--- src/rtl/latency_memory_pkg.sv ---
// -----------------------------------------------------------------------------
// latency_memory_pkg
// Shared constants for the fixed-latency memory responder. The core's stall
// logic imports the same DEFAULT_LATENCY, so both ends of the handshake agree
// on when ready fires.
//   - FSM state encodings (IDLE / BUSY_I / BUSY_D / RESP)
//   - default latency, word, address and depth sizes
//   - cnt_width(): width of the latency counter for a given latency
// -----------------------------------------------------------------------------
package latency_memory_pkg;

   localparam int DEFAULT_LATENCY    = 4;
   localparam int DEFAULT_WORD_WIDTH = 16;
   localparam int DEFAULT_ADDR_WIDTH = 16;
   localparam int DEFAULT_MEM_DEPTH  = 256;

   localparam logic [1:0] ST_IDLE   = 2'd0;
   localparam logic [1:0] ST_BUSY_I = 2'd1;
   localparam logic [1:0] ST_BUSY_D = 2'd2;
   localparam logic [1:0] ST_RESP   = 2'd3;

   // One extra bit over $clog2 keeps LATENCY=1 at a legal 1-bit counter.
   function automatic int cnt_width(input int latency);
      return $clog2(latency) + 1;
   endfunction

endpackage

--- src/rtl/latency_memory_if.sv ---
// -----------------------------------------------------------------------------
// latency_memory_if
// Request/response bundle between the pipeline (master) and latency_memory
// (slave).
//
// Handshake: a request (i_readM, or d_readM/d_writeM) is a level held by the
// master. The slave accepts it at the first clock edge where it is idle and
// latches every request field, so address/data may change afterwards. The
// slave answers with a one-cycle ready pulse (i_ready / d_ready); the
// accompanying data is valid only while ready is high. The master drops its
// request in the cycle after ready unless it wants another access; a request
// still high when the slave is idle again is a new request. i_abort cancels
// a fetch that is waiting for its latency to expire.
//
// Signals: i_readM, i_address, i_abort, i_data, i_ready   (fetch port)
//          d_readM, d_writeM, d_address, d_wdata, d_rdata, d_ready (data port)
// -----------------------------------------------------------------------------
interface latency_memory_if #(
   parameter int WORD_WIDTH = 16,
   parameter int ADDR_WIDTH = 16
);
   logic                  i_readM;
   logic [ADDR_WIDTH-1:0] i_address;
   logic                  i_abort;
   logic [WORD_WIDTH-1:0] i_data;
   logic                  i_ready;

   logic                  d_readM;
   logic                  d_writeM;
   logic [ADDR_WIDTH-1:0] d_address;
   logic [WORD_WIDTH-1:0] d_wdata;
   logic [WORD_WIDTH-1:0] d_rdata;
   logic                  d_ready;

   modport master (
      output i_readM, i_address, i_abort, d_readM, d_writeM, d_address, d_wdata,
      input  i_data, i_ready, d_rdata, d_ready
   );

   modport slave (
      input  i_readM, i_address, i_abort, d_readM, d_writeM, d_address, d_wdata,
      output i_data, i_ready, d_rdata, d_ready
   );
endinterface

--- src/rtl/latency_memory_counter.sv ---
// -----------------------------------------------------------------------------
// latency_counter
// Counts wait cycles of an accepted request.
//   clk, reset_n : clock, synchronous active-low reset
//   i_clear      : load count to zero (acceptance, abort, idle)
//   i_inc        : advance the count by one
//   o_done       : count has reached LATENCY-1
// -----------------------------------------------------------------------------
module latency_counter
   import latency_memory_pkg::*;
#(
   parameter int LATENCY = DEFAULT_LATENCY,
   parameter int CW      = cnt_width(LATENCY)
) (
   input  logic clk,
   input  logic reset_n,
   input  logic i_clear,
   input  logic i_inc,
   output logic o_done
);
   logic [CW-1:0] r_count;

   assign o_done = (r_count == CW'(LATENCY - 1));

   always_ff @(posedge clk) begin
      if (!reset_n || i_clear) begin
         r_count <= '0;
      end else if (i_inc) begin
         r_count <= r_count + CW'(1);
      end
   end
endmodule

--- src/rtl/latency_memory.sv ---
// -----------------------------------------------------------------------------
// latency_memory
// Fixed-latency main-memory model serving one request at a time from the
// fetch port or the data port. An accepted request waits LATENCY cycles and
// is answered by a one-cycle registered ready pulse. D requests win over I
// requests in IDLE; a store commits on the edge entering RESP.
//
// Ports:
//   clk, reset_n  : clock, synchronous active-low reset
//   bus (slave)   : latency_memory_if request/response bundle
//   o_state       : current FSM state (debug)
//   num_i_access  : completed fetches (MEM_STATS_EN only)
//   num_d_access  : completed loads/stores (MEM_STATS_EN only)
//
// Build option: define MEM_STATS_EN to add the saturating access counters.
// -----------------------------------------------------------------------------
module latency_memory
   import latency_memory_pkg::*;
#(
   parameter int LATENCY    = DEFAULT_LATENCY,
   parameter int WORD_WIDTH = DEFAULT_WORD_WIDTH,
   parameter int ADDR_WIDTH = DEFAULT_ADDR_WIDTH,
   parameter int MEM_DEPTH  = DEFAULT_MEM_DEPTH
) (
   input  logic              clk,
   input  logic              reset_n,
   latency_memory_if.slave   bus,
   output logic [1:0]        o_state
`ifdef MEM_STATS_EN
   ,
   output logic [15:0]       num_i_access,
   output logic [15:0]       num_d_access
`endif
);
   localparam int IW = $clog2(MEM_DEPTH);

   logic [1:0]            r_state;
   logic [IW-1:0]         r_addr;
   logic [WORD_WIDTH-1:0] r_wdata;
   logic                  r_is_write;
   logic                  r_i_ready;
   logic                  r_d_ready;
   logic [WORD_WIDTH-1:0] r_i_data;
   logic [WORD_WIDTH-1:0] r_d_rdata;
   logic [WORD_WIDTH-1:0] r_mem [MEM_DEPTH];

   logic w_d_req;
   logic w_busy;
   logic w_abort;
   logic w_done;
   logic w_cnt_clear;
   logic w_cnt_inc;
   logic w_i_complete;
   logic w_d_complete;
   logic w_mem_we;
   logic w_unused_addr_hi;

   // Upper address bits are deliberately dropped: addresses wrap on depth.
   assign w_unused_addr_hi = ^{bus.i_address[ADDR_WIDTH-1:IW], bus.d_address[ADDR_WIDTH-1:IW]};

   assign w_d_req      = bus.d_readM | bus.d_writeM;
   assign w_busy       = (r_state == ST_BUSY_I) || (r_state == ST_BUSY_D);
   assign w_abort      = (r_state == ST_BUSY_I) && bus.i_abort;
   // Abort beats the final wait cycle, so a fetch only completes without it.
   assign w_i_complete = (r_state == ST_BUSY_I) && !bus.i_abort && w_done;
   assign w_d_complete = (r_state == ST_BUSY_D) && w_done;
   assign w_cnt_clear  = !w_busy || w_abort;
   assign w_cnt_inc    = w_busy && !w_done;
   // Gated by reset so a store in flight at a reset edge never lands.
   assign w_mem_we     = reset_n && w_d_complete && r_is_write;

   assign o_state     = r_state;
   assign bus.i_ready = r_i_ready;
   assign bus.d_ready = r_d_ready;
   assign bus.i_data  = r_i_data;
   assign bus.d_rdata = r_d_rdata;

   latency_counter #(
      .LATENCY (LATENCY)
   ) u_counter (
      .clk     (clk),
      .reset_n (reset_n),
      .i_clear (w_cnt_clear),
      .i_inc   (w_cnt_inc),
      .o_done  (w_done)
   );

   always_ff @(posedge clk) begin
      if (!reset_n) begin
         r_state    <= ST_IDLE;
         r_addr     <= '0;
         r_wdata    <= '0;
         r_is_write <= 1'b0;
         r_i_ready  <= 1'b0;
         r_d_ready  <= 1'b0;
         r_i_data   <= '0;
         r_d_rdata  <= '0;
      end else begin
         // Ready and data are pulses: cleared unless this edge enters RESP.
         r_i_ready <= 1'b0;
         r_d_ready <= 1'b0;
         r_i_data  <= '0;
         r_d_rdata <= '0;
         case (r_state)
            ST_IDLE: begin
               if (w_d_req) begin
                  r_state    <= ST_BUSY_D;
                  r_addr     <= bus.d_address[IW-1:0];
                  r_wdata    <= bus.d_wdata;
                  r_is_write <= bus.d_writeM;  // read+write together is a store
               end else if (bus.i_readM && !bus.i_abort) begin
                  r_state    <= ST_BUSY_I;
                  r_addr     <= bus.i_address[IW-1:0];
                  r_is_write <= 1'b0;
               end
            end
            ST_BUSY_I: begin
               if (bus.i_abort) begin
                  r_state <= ST_IDLE;
               end else if (w_done) begin
                  r_state   <= ST_RESP;
                  r_i_ready <= 1'b1;
                  r_i_data  <= r_mem[r_addr];
               end
            end
            ST_BUSY_D: begin
               if (w_done) begin
                  r_state   <= ST_RESP;
                  r_d_ready <= 1'b1;
                  r_d_rdata <= r_is_write ? '0 : r_mem[r_addr];
               end
            end
            default: begin
               r_state <= ST_IDLE;
            end
         endcase
      end
   end

   // Array has no reset; contents survive reset.
   always_ff @(posedge clk) begin
      if (w_mem_we) begin
         r_mem[r_addr] <= r_wdata;
      end
   end

`ifdef MEM_STATS_EN
   logic [15:0] r_num_i;
   logic [15:0] r_num_d;

   assign num_i_access = r_num_i;
   assign num_d_access = r_num_d;

   always_ff @(posedge clk) begin
      if (!reset_n) begin
         r_num_i <= '0;
         r_num_d <= '0;
      end else begin
         if (w_i_complete && (r_num_i != 16'hFFFF)) begin
            r_num_i <= r_num_i + 16'd1;
         end
         if (w_d_complete && (r_num_d != 16'hFFFF)) begin
            r_num_d <= r_num_d + 16'd1;
         end
      end
   end
`endif
endmodule

--- src/flat_wrapper.sv ---
// flat-port wrapper written by rule: the top's interface ports become plain ports
module latency_memory_flat import latency_memory_pkg::*;
#(
   parameter int LATENCY    = DEFAULT_LATENCY,
   parameter int WORD_WIDTH = DEFAULT_WORD_WIDTH,
   parameter int ADDR_WIDTH = DEFAULT_ADDR_WIDTH,
   parameter int MEM_DEPTH  = DEFAULT_MEM_DEPTH
)
  (clk, reset_n, o_state, bus_i_readM, bus_i_address, bus_i_abort, bus_d_readM, bus_d_writeM, bus_d_address, bus_d_wdata, bus_i_data, bus_i_ready, bus_d_rdata, bus_d_ready);
  latency_memory_if #(.WORD_WIDTH(WORD_WIDTH), .ADDR_WIDTH(ADDR_WIDTH)) bus_i ();
  input  logic clk;
  input  logic reset_n;
  output logic [1:0] o_state;
  input wire logic [$bits(bus_i.i_readM)-1:0] bus_i_readM;
  input wire logic [$bits(bus_i.i_address)-1:0] bus_i_address;
  input wire logic [$bits(bus_i.i_abort)-1:0] bus_i_abort;
  input wire logic [$bits(bus_i.d_readM)-1:0] bus_d_readM;
  input wire logic [$bits(bus_i.d_writeM)-1:0] bus_d_writeM;
  input wire logic [$bits(bus_i.d_address)-1:0] bus_d_address;
  input wire logic [$bits(bus_i.d_wdata)-1:0] bus_d_wdata;
  output wire logic [$bits(bus_i.i_data)-1:0] bus_i_data;
  output wire logic [$bits(bus_i.i_ready)-1:0] bus_i_ready;
  output wire logic [$bits(bus_i.d_rdata)-1:0] bus_d_rdata;
  output wire logic [$bits(bus_i.d_ready)-1:0] bus_d_ready;
  assign bus_i.i_readM = bus_i_readM;
  assign bus_i.i_address = bus_i_address;
  assign bus_i.i_abort = bus_i_abort;
  assign bus_i.d_readM = bus_d_readM;
  assign bus_i.d_writeM = bus_d_writeM;
  assign bus_i.d_address = bus_d_address;
  assign bus_i.d_wdata = bus_d_wdata;
  assign bus_i_data = bus_i.i_data;
  assign bus_i_ready = bus_i.i_ready;
  assign bus_d_rdata = bus_i.d_rdata;
  assign bus_d_ready = bus_i.d_ready;
  latency_memory #(.LATENCY(LATENCY), .WORD_WIDTH(WORD_WIDTH), .ADDR_WIDTH(ADDR_WIDTH), .MEM_DEPTH(MEM_DEPTH)) u_core (.clk(clk), .reset_n(reset_n), .bus(bus_i), .o_state(o_state));
endmodule
--- config.mk ---
export PLATFORM = sky130hd
export DESIGN_NAME = latency_memory_flat
export DESIGN_NICKNAME = d
export VERILOG_FILES = /design/src/rtl/latency_memory_pkg.sv /design/src/rtl/latency_memory_if.sv /design/src/rtl/latency_memory_counter.sv /design/src/rtl/latency_memory.sv /design/src/flat_wrapper.sv
export SDC_FILE = /design/constraint.sdc
export NUM_CORES = 2
export LEC_CHECK = 0
export CAP_MARGIN = 20
export CORE_MARGIN = 4
export CORE_UTILIZATION = 63
export DETAILED_ROUTE_END_ITERATION = 16
export GPL_ROUTABILITY_DRIVEN = 1
export PLACE_DENSITY = 0.79
export SYNTH_ARGS = -nofsm -noshare
export SYNTH_HDL_FRONTEND = slang
export SYNTH_HIERARCHICAL = 1
export SYNTH_SLANG_ARGS = --single-unit
--- constraint.sdc ---
create_clock -name clk -period 4.8 [get_ports clk]
set_clock_uncertainty 0.15 [all_clocks]
set_input_delay 0.48 -clock clk [delete_from_list [all_inputs] [get_ports clk]]
set_output_delay 0.48 -clock clk [all_outputs]
set_load 0.05 [all_outputs]
==> impl.org <==
** Outcome
- Run status :: complete, but fails checks
- The checks that failed: slew limit.

** Global routing
- Antenna violations before repair :: 45
- Total Routing Usage GR :: 0.346
- After global routing the overflow that remains totals 0.
- Vias in the first global route :: about 85000
- Entering global routing, the biggest net connects 204 pins.
- The first global-routing pass estimated 641000 um of wire.

** Setup path
- Type of the setup path with the least slack :: reg -> reg
- Measured in cells, the most critical reg-to-reg path has a length of 11.
- STA classifies the critical path startpoint as a flip-flop.
- Data on the critical path arrives at its endpoint at between 5 and 6 ns.
- Data on the critical path is required at its endpoint by 5.54 ns.
- Kind of end point of the critical path :: flip-flop
- Of all nets on the critical path, the largest fanout is 26.
- Across all register-to-register paths, the minimum setup slack is 0.08 ns.
- In this run the critical register-to-register path is captured at u_core/bus.i_data[10].

** Die
- Pin placement for this block handled 90 I/O pins.
- Core Box Area :: around 250000 um^2
- After floorplanning, the core was divided into 184 placement rows.
- Die width :: ~510 um
- Vertical die dimension :: 512 um
- Floorplan die area :: around 260000 um^2
- For this configuration, the core starts out at a cell density of 0.634.

** STA
- Measured against its own limit, the worst slew margin works out to -0.155.
- Slew @ Worst Pin :: between 1.5 and 2 ns
- The number of failing hold endpoints at the final stage came to 0.
- Post-layout minimum cycle time :: 4.72 ns
- In the finished design, the share of the clock period the worst path needs comes to 0.983.
- Post-route setup TNS :: 0 ns
- Peak clock frequency supported by timing :: 212 MHz
- Total of endpoints with negative setup slack in the final report :: 0
- RSZ-0062 raised after global routing :: false
- The final count of pins violating max slew was 146.

** Final layout
- The filler cells instantiated in the layout total 13398.
- Commonest non-fill, non-tap cells in the layout :: sky130_fd_sc_hd__edfxtp_1, sky130_fd_sc_hd__mux4_2, sky130_fd_sc_hd__buf_4
- The multi-input combinational cells in the finished layout cover a total of 32900 um^2.
- Net count reported at finish :: around 8100
- From synthesis to final layout, the design area changed by 13.0%.
- The library cell used most frequently in the layout, excluding fill and tap cells, is sky130_fd_sc_hd__edfxtp_1.
- Across the whole layout, storage elements account for 125000 um^2.
- In the final layout, the share of cells above drive strength 1 is 0.261.

** Synthesis
- After synthesis, the netlist uses 81 different library cells.
- Dividing the synthesized area by the synthesized cell count gives 21.8 um^2.
- In the synthesized netlist the async set-or-reset flop fraction comes to 0.
- The cell area that synthesis handed to floorplanning was around 160000 um^2.
- Counting every net in the synthesized netlist gives 7395.
- Post-synthesis register bit count :: approximately 4200
- Synth warn :: 6
- For this run, the register share of the synthesized area comes to 0.778.
- Top flip-flop cell by instance count after synthesis :: sky130_fd_sc_hd__edfxtp_1
- EDFF count, synth :: 4096
- Number of standard cells after synthesis :: 7334

** Routing
- Dividing the detail-routed wire length by the instance count gives 38.6 um.
- After detailed routing, the number of remaining DRC violations is 0.
- Total routed wirelength :: 452000 um
- Using the TritonRoute via totals, the vias-per-cell ratio works out to 7.32.
- Count of TritonRoute iterations in the first routing pass :: 9
- After the first detailed-routing iteration, the DRC count stood at 15290.
- The detail route stage leaves a number of antenna-violating nets equal to 0.
- Detailed routing inserted a total of approximately 86000 vias.

** Placed design
- Port Buffer Count :: 73
- Half-perimeter wire length after placement :: approximately 260000 um
- At the end of routability-driven placement, the weighted congestion stood at 0.945.

** CTS
- Deepest clock path buffer count :: 4
- Num CTS Buffers :: between 400 and 500
- For this design, the CTS-stage hold fixing added 10 buffers.
- In this run, post-CTS repair resized a total of 0 instances.
- Counting every sink on the clock net gives 4168.
- Root buffer selected by CTS :: sky130_fd_sc_hd__clkbuf_16
- Clock tree from TritonCTS :: done
- In this run the post-CTS setup repair buffer count came out at 0.
- In this run the number of H-tree levels came out at 5.
- Clock transition time at the flip-flop clock pins of the worst setup and hold paths :: 0.06 ns
- Clk_lat worst skew :: 1.01 ns

** Power
- Logic gate share of total power :: 0.121
- Peak supply drop :: 0.000425 V
- For this design the total switching power over the nets is 20.1 mW.
- Of the total power, the share spent switching nets is 0.246.
- Power per cell area :: 451 nW/um^2
- Fraction of power consumed by the clock network :: 0.378
- Internal Dissipation :: 61.5 mW
- The share of total power dissipated in sequential elements is 0.502.
- The analysis attributes to cell leakage a power of 57.2 nW.
- Total power of the final layout :: 81.6 mW

** Hold path
- Hold Startpoint :: bus_d_wdata[6]
- The worst hold path was traced through 3 stages.
- Worst min-delay path class :: in -> reg
- The worst hold path terminates at u_core/r_wdata[6].

** Flow run
- Total of max-cap violations :: 0
-- sequential cells by signal (all words and copies together) (netlist names), 2 cells and up, named ones only --
signal and flops:
u_core/r_mem 4096, u_core/bus.i_data 16, u_core/bus.d_rdata 16, u_core/r_addr 8
u_core/r_wdata 16, u_core/o_state 2, u_core/u_counter/r_count 3
-- synth_stat cells (12+ instances only) --
cell type / number / share of area
sky130_fd_sc_hd__clkbuf_1: 139 / 0.0033
sky130_fd_sc_hd__dfxtp_1: 72 / 0.0090
sky130_fd_sc_hd__nand4_1: 12 / 0.00047
sky130_fd_sc_hd__mux2_2: 22 / 0.0015
sky130_fd_sc_hd__a221oi_1: 49 / 0.0027
sky130_fd_sc_hd__o22ai_1: 135 / 0.0053
sky130_fd_sc_hd__and2_1: 12 / 0.00047
sky130_fd_sc_hd__o211ai_1: 16 / 0.00075
sky130_fd_sc_hd__o21ai_0: 65 / 0.0020
sky130_fd_sc_hd__nor3_1: 45 / 0.0014
sky130_fd_sc_hd__a21oi_1: 79 / 0.0025
sky130_fd_sc_hd__buf_6: 52 / 0.0037
sky130_fd_sc_hd__edfxtp_1: 4096 / 0.77
sky130_fd_sc_hd__buf_4: 67 / 0.0031
sky130_fd_sc_hd__buf_1: 16 / 0.00038
sky130_fd_sc_hd__a211o_1: 12 / 0.00066
sky130_fd_sc_hd__nand2_1: 246 / 0.0058
sky130_fd_sc_hd__nand3_1: 66 / 0.0021
sky130_fd_sc_hd__a211oi_1: 49 / 0.0023
sky130_fd_sc_hd__o221ai_1: 31 / 0.0017
sky130_fd_sc_hd__a21boi_0: 16 / 0.00075
sky130_fd_sc_hd__buf_2: 119 / 0.0037
sky130_fd_sc_hd__a22oi_1: 112 / 0.0053
sky130_fd_sc_hd__buf_8: 15 / 0.0014
sky130_fd_sc_hd__nor2b_1: 31 / 0.0012
sky130_fd_sc_hd__nand2b_1: 15 / 0.00059
sky130_fd_sc_hd__nor2_1: 336 / 0.0079
sky130_fd_sc_hd__mux4_1: 29 / 0.0048
sky130_fd_sc_hd__a31oi_1: 26 / 0.0010
sky130_fd_sc_hd__mux2i_1: 261 / 0.016
sky130_fd_sc_hd__mux4_2: 921 / 0.13
-- metal layers --
layer / vias to the layer above / track usage / part of all wire
li1: 32288 / - / -
met1: 43818 / 0.446 / 0.32
met2: 7986 / 0.522 / 0.46
met3: 1626 / 0.119 / 0.14
met4: 38 / 0.197 / 0.072
met5: - / 0.00219 / 0.0011
-- how the worst max path moves through the flow --
stage,startpoint,end
final,flip-flop,u_core/bus.i_data[10]
after global routing,flip-flop,u_core/bus.i_data[10]
after CTS,flip-flop,u_core/bus.d_rdata[10]
after detailed placement,flip-flop,u_core/bus.d_rdata[10]
after global placement,flip-flop,u_core/bus.d_rdata[10]
after floorplan,u_core/r_wdata[0],u_core/r_mem[0][0]
-- final cells by class --
class	count	share of cell area
diodes	24	0.000332
clock buffers	497	0.0592
clock inverters	234	0.0109
inverters	13	0.000319
multi-input cells	2733	0.182
flip-flops and latches	4168	0.689
well taps	3348	0.0232
repair buffers	699	0.0351
-- power by group through the flow --
stage          clock network [mW]  logic (mW)  registers (mW)
2_1_floorplan                   0        5.24            42.0
3_3_place_gp                    0        9.12            41.7
3_5_place_dp                    0        9.34            41.7
4_1_cts                      31.0        9.53            40.9
5_1_grt                      32.6        10.0            40.9
6_report                     30.8        9.83            40.9
-- cells by family after synthesis --
group | count (synthesis) | share of synthesized area
flops | 4168 | 0.778
buf+inv | 433 | 0.0171
mux | 1233 | 0.152
fa+ha+maj | 7 | 0.000548
compound gates | 673 | 0.0295
xor+xnor | 1 | 0.0000548
simple gates | 819 | 0.0224
-- critical path: stages, from the launching register on --
cell and delay [ns]:
sky130_fd_sc_hd__dfxtp_4 0.99, sky130_fd_sc_hd__buf_12 0.33, sky130_fd_sc_hd__buf_12 0.24, sky130_fd_sc_hd__buf_4 0.31, sky130_fd_sc_hd__mux4_2 0.58, sky130_fd_sc_hd__o22ai_1 0.42
sky130_fd_sc_hd__o21ai_0 0.37, sky130_fd_sc_hd__nor3_1 0.66, sky130_fd_sc_hd__buf_4 0.22, sky130_fd_sc_hd__a311o_1 0.11, sky130_fd_sc_hd__buf_4 0.15, sky130_fd_sc_hd__nor2_1 0.05
-- stage by stage --
stage / worst slack [ns] / utilization / instance area [um^2] / hold slack, ns / cells
6_report: 0.0799 / 0.717 / 181000 / 0.0285 / 11716
5_1_grt: 0.124 / 0.717 / 181000 / 0.0128 / 11693
4_1_cts: 0.282 / 0.716 / 181000 / 0.00455 / 11687
3_5_place_dp: 0.276 / 0.666 / 168000 / 0.338 / 10946
3_3_place_gp: 0.340 / 0.665 / 168000 / 0.341 / 10945
2_1_floorplan: 0.397 / - / 160000 / 0.315 / 7334
Note: power is estimated with default switching activity, not from simulation.
